--- src/rtl/ao486_boot_sequencer.sv ---
// Boot-time BIOS copier: holds the CPU in reset, copies WORDS words from boot ROM
// to SDRAM one read/write pair at a time, then releases the CPU and reports done.
module ao486_boot_sequencer #(
    parameter logic [31:0] SRC_BASE = 32'h00000000,
    parameter logic [31:0] DST_BASE = 32'h000F0000,
    parameter int unsigned WORDS    = 16384
) (
    input  logic        clk_sys,
    input  logic        rst,
    input  logic        sdram_ready,
    input  logic        reboot_req,
    output logic [31:0] rom_address,
    output logic        rom_read,
    input  logic        rom_waitrequest,
    input  logic [31:0] rom_readdata,
    input  logic        rom_readdatavalid,
    output logic [31:0] ram_address,
    output logic        ram_write,
    output logic [31:0] ram_writedata,
    input  logic        ram_waitrequest,
    output logic [1:0]  rstctl_address,
    output logic        rstctl_write,
    output logic [31:0] rstctl_writedata,
    output logic        done
);

    typedef enum logic [2:0] {IDLE, HOLD, RD_REQ, RD_WAIT, WR, RELEASE, DONE} state_t;

    localparam logic [15:0] LAST = (WORDS == 0) ? 16'd0 : 16'(WORDS - 1);

    state_t      state;
    logic [15:0] counter;

    // The reset controller has a single register; its address never changes.
    assign rstctl_address = 2'd0;

    always_ff @(posedge clk_sys) begin
        if (rst) begin
            state            <= IDLE;
            rom_read         <= 1'b0;
            ram_write        <= 1'b0;
            rstctl_write     <= 1'b0;
            rstctl_writedata <= 32'h0;
            done             <= 1'b0;
            ram_writedata    <= 32'h0;
            rom_address      <= SRC_BASE;
            ram_address      <= DST_BASE;
            counter          <= 16'd0;
        end else begin
            case (state)
                IDLE: if (sdram_ready) begin
                    state            <= HOLD;
                    rstctl_write     <= 1'b1;
                    rstctl_writedata <= 32'h1;
                end
                HOLD: begin
                    rstctl_write <= 1'b0;
                    if (WORDS != 0) begin
                        state    <= RD_REQ;
                        rom_read <= 1'b1;
                    end else begin
                        state            <= RELEASE;
                        rstctl_write     <= 1'b1;
                        rstctl_writedata <= 32'h0;
                    end
                end
                RD_REQ: if (!rom_waitrequest) begin
                    rom_read <= 1'b0;
                    // Zero-latency slaves may return data in the accept cycle.
                    if (rom_readdatavalid) begin
                        ram_writedata <= rom_readdata;
                        ram_write     <= 1'b1;
                        state         <= WR;
                    end else begin
                        state <= RD_WAIT;
                    end
                end
                RD_WAIT: if (rom_readdatavalid) begin
                    ram_writedata <= rom_readdata;
                    ram_write     <= 1'b1;
                    state         <= WR;
                end
                WR: if (!ram_waitrequest) begin
                    ram_write   <= 1'b0;
                    rom_address <= rom_address + 32'd4;
                    ram_address <= ram_address + 32'd4;
                    counter     <= counter + 16'd1;
                    if (counter == LAST) begin
                        state            <= RELEASE;
                        rstctl_write     <= 1'b1;
                        rstctl_writedata <= 32'h0;
                    end else begin
                        state    <= RD_REQ;
                        rom_read <= 1'b1;
                    end
                end
                RELEASE: begin
                    rstctl_write <= 1'b0;
                    state        <= DONE;
                    done         <= 1'b1;
                end
                DONE: if (reboot_req) begin
                    done             <= 1'b0;
                    rom_address      <= SRC_BASE;
                    ram_address      <= DST_BASE;
                    counter          <= 16'd0;
                    state            <= HOLD;
                    rstctl_write     <= 1'b1;
                    rstctl_writedata <= 32'h1;
                end
                default: state <= IDLE;
            endcase
        end
    end

endmodule

--- config.mk ---
export PLATFORM = sky130hd
export DESIGN_NAME = ao486_boot_sequencer
export DESIGN_NICKNAME = d
export VERILOG_FILES = /design/src/rtl/ao486_boot_sequencer.sv
export SDC_FILE = /design/constraint.sdc
export NUM_CORES = 1
export LEC_CHECK = 0
export CAP_MARGIN = 5
export CORE_ASPECT_RATIO = 0.8
export CORE_MARGIN = 2
export CORE_UTILIZATION = 25
export CTS_CLUSTER_SIZE = 28
export DETAILED_ROUTE_END_ITERATION = 10
export GPL_ROUTABILITY_DRIVEN = 1
export GPL_TIMING_DRIVEN = 0
export PLACE_DENSITY = 0.59
export SKIP_LAST_GASP = 1
export SLEW_MARGIN = 5
export SYNTH_ARGS = -nofsm -noshare
export SYNTH_HDL_FRONTEND = slang
export SYNTH_SLANG_ARGS = --single-unit
--- constraint.sdc ---
create_clock -name clk_sys -period 1.92 [get_ports clk_sys]
set_input_delay 0.384 -clock clk_sys [delete_from_list [all_inputs] [get_ports clk_sys]]
set_output_delay 0.384 -clock clk_sys [all_outputs]
set_load 0.01 [all_outputs]
==> results by group, run 1 <==
Status
  • Status: finished, final reports clean

Pwr
  • PwrDens: 864.6 nW/um2
  • Leak: 0.002910 uW
  • IR drop worst, VDD: 0.5518 mV

Critical path
  • Worst EP required: 2.27 ns
  • R2R Path Start: state[0]
  • Critical Path AT: 2.23 ns
  • CP Launch Type: flop
  • Slowest CP cell: or4_1
  • Most frequent CP cell: buf_6
  • R2R cell count: 7
  • Crit path buf inv count: 3
  • Biggest cell delay along the critical path: 0.50 ns
  • Crit. End Element: flop
  • Critical R2R Capture: rom_address[19]
  • Cell family with most CP delay: simple AND/OR/NAND/NOR gates
  • Cell Chain, Critical Path: buf_6 > and3b_1 > buf_6 > o2111ai_4 > buf_4 > or4_1 > a21oi_1
  • Crit path kind: reg2reg
  • Crit-path max FO: 10
  • R2R Setup Slk: 0.03 ns

Clock network
  • TritonCTS sink count: 116
  • CTS clk-pin slew, worst paths: 0.06 ns
  • Worst skew pair latency: 0.41 ns
  • # hold bufs at CTS: 0
  • # H-tree levels: 4
  • CTS tree: yes
  • Max Root-Sink Buffers: 2
  • CTS Buf Count: 17
  • Root buffer cell: clkbuf_16

Flow run
  • Maximum capacitance violations: 0

Timing
  • Period Utilization, post-route: 0.9825
  • RSZ-0062 raised after global routing: true
  • Slew @ Worst Pin: 0.6530 ns
  • FMAX: 0.5301 GHz
  • Final setup violation count: 0
  • Fin. Hold Viols: 0
  • Setup Skew: 0.01012 ns
  • Max-slew headroom: 0.5618
  • Max-slew violations: 0
  • Setup WS post-layout: 0.03354 ns
  • Final min period: 1.886 ns

Die
  • Die area: 24280 um2
  • Die Y: 139.8 um
  • IO Pins: 173
  • Die Width: 173.7 um
  • Initial Utilization: 0.2553
  • Core area: 22560 um2
  • Rows: 49

Cells and area
  • Area growth, synth to finish: 47.91%
  • Ant diodes: 0
  • Net count reported at finish: 944
  • Fin area: 8521 um2
  • FF+latch area: 2340 um2
  • Layout cells sized above 1: 0.1607
  • Fill count: 2345
  • Multi-input logic area: 3203 um2
  • Utilization after layout: 0.3777

Synthesis
  • Register area share after synthesis: 0.4031
  • Largest family of logic cells by synthesized area: simple AND/OR/NAND/NOR gates
  • Synth Register Bits: 116
  • Post-Synth XOR/XNOR Area: 0.01825
  • Share of flip-flops with an asynchronous set or reset: 0
  • Post-synthesis simple-gate area fraction: 0.2934
  • Synth Area in Adders: 0.006516
  • Count of different cell masters after synthesis: 55
  • Synth Warn #: 0
  • Synth Instances: 704
  • Syn Area/Cell: 8.183 um2
  • Number of synthesized flops with an enable pin: 0
  • Post-synthesis mux area share: 0.03497
  • Compound-cell area share of the yosys netlist: 0.1546
  • Mapped Area: 5761 um2
  • Main synth FF type: dfxtp_1

Drt
  • Final ANT Viol Nets: 0
  • Vias: 5716
  • Iteration-0 DRC Markers: 336
  • Drt drc: 0
  • WL/cell: 14.56 um
  • Routed WL: 17780 um
  • DR vias/cell: 4.681
  • Pre-antenna DRT Iters: 5

Place
  • IO buf count: 134
  • Dpl ws: -0.8728 ns
  • Hpwl dp: 12700 um
  • GPL Wtd Cong: 0.8289
  • Placed Area: 7620 um2

Global routing
  • Pin count of the biggest net entering global routing: 17
  • Initial antenna violation count: 0
  • First-pass GRT wire length: 28400 um
  • GRT Overall Usage: 0.1441
  • Vias in the first global route: 5318
  • Grt total ovfl: 0

Worst hold path
  • Worst min-delay path class: reg2reg
  • Worst Hold Depth: 2
  • HP Start: ram_writedata[24]
  • Hold EP: ram_writedata[24]
[flip-flops by register name, indices dropped and copies added, names as in the netlist]
name	count
rstctl_writedata	1
rom_address	30
ram_write	1
state	3
rom_read	1
rstctl_write	1
ram_address	30
done	1
counter	16
ram_writedata	32
[worst max-delay path by stage]
stage,start,end,depth (start not counted)
5_1_grt,state[0],rom_address[19],7
3_3_place_gp,reboot_req,ram_address[29],7
3_5_place_dp,reboot_req,ram_address[29],7
4_1_cts,state[1],ram_address[31],7
2_1_floorplan,state[0],counter[11],5
6_report,state[0],rom_address[19],7
[worst register-to-register path, cell delays in order, from the launching register on]
cell and delay [ns]:
dfxtp_1 0.30, buf_6 0.14, and3b_1 0.23, buf_6 0.14, o2111ai_4 0.17, buf_4 0.18, or4_1 0.50, a21oi_1 0.15
[cell type report]
type	count	share of cell area
multi-input cells	534	0.3759
flip-flops and latches	116	0.2746
repair buffers	144	0.1674
plain buffers	78	0.05947
clock buffers	22	0.05565
well taps	306	0.04493
clock inverters	10	0.01718
inverters	11	0.004846
[through the flow]
stage	hold WS, ns	instances	power [uW]	TNS (ns)
final	0.4525	1221	7367	0
after global routing	0.4701	1221	7704	-0.2378
after CTS	0.4540	1217	7432	0
after detailed placement	0.4457	1180	4009	-58.13
after global placement	0.4416	1180	4008	-58.03
after floorplan	0.4471	740	3505	0
[synth_stat cells, types with 2 or more instances]
master	number	area, um2
dfxtp_1	116	2322
nand2_1	111	416.7
a21oi_1	76	380.4
buf_4	38	285.3
clkbuf_1	31	116.4
or3_1	31	193.9
nor2_1	28	105.1
nand3_1	27	135.1
o31ai_1	25	187.7
or4_1	25	187.7
nand4_1	21	131.4
mux2i_1	19	190.2
o21ai_0	19	95.09
nor4_1	15	93.84
and4_1	14	122.6
inv_1	11	41.29
xor2_1	10	87.58
nand2b_1	7	43.79
and2_1	6	37.54
nor3_1	6	30.03
o2111ai_1	6	52.55
and3_1	5	31.28
buf_2	5	25.02
nor2b_1	5	31.28
a211oi_1	3	22.52
a22oi_1	3	22.52
buf_6	3	33.78
ha_1	3	37.54
a31oi_1	2	12.51
and4b_1	2	20.02
buf_1	2	7.510
o21a_1	2	15.01
o21ai_1	2	10.01
o22ai_1	2	12.51
or2_2	2	12.51
xnor2_1	2	17.52
[metal layers]
metal	GRT usage	share of wire	wire length (um)	vias up
met1	0.1965	0.47	8281	2685
met5	0	0	0	-
met2	0.2242	0.47	8421	126
li1	-	-	-	2887
met3	0.03716	0.048	845	18
met4	0.04246	0.013	235	0
[layout by cell type, fill, tap and decap left out, types with 6 or more instances in the layout]
master	n
or3_1	31
nor2_1	28
and4_1	11
dfxtp_2	14
nand3_1	27
clkbuf_2	11
nand4_1	21
clkdlybuf4s50_1	132
conb_1	37
nand2b_1	7
dfxtp_1	102
clkbuf_1	17
nand2_1	110
o31ai_1	25
nor4_2	10
and2_1	6
or4_1	25
a21oi_1	75
clkbuf_16	17
inv_1	11
buf_4	50
o21ai_0	19
xor2_1	10
mux2i_1	19
[cell families (layout without fill, tap and decap cells)]
family                     count (synthesis)  count (layout)
AOI/OAI and AO/OA                        147             147
xor gates and xnor gates                  12              12
adders and majority gates                  3               3
buffers and inverters                     90             265
DFF                                      116             116
muxes                                     20              20
other                                      1              37
and+or+nand+nor                          315             315
[repair_timing]
item                       CTS  global route
pin swaps                    5             3
setup buffers                6             4
gates resized for setup     37            39
setup endpoints to repair   74            64
gates cloned                 0             0
[power by group]
part / internal (uW) / switching (uW)
Clock: 2150 / 1180
Sequential: 2540 / 74.8
Combinational: 644 / 776
Power figures use the tool's default switching activity.
==> run 2, diff against run 1 <==
Settings changed: CAP_MARGIN 5 to 10, SLEW_MARGIN 5 to 20.
==> results of run 2 <==
Final layout, timing and power as in run 1 (identical DEF).
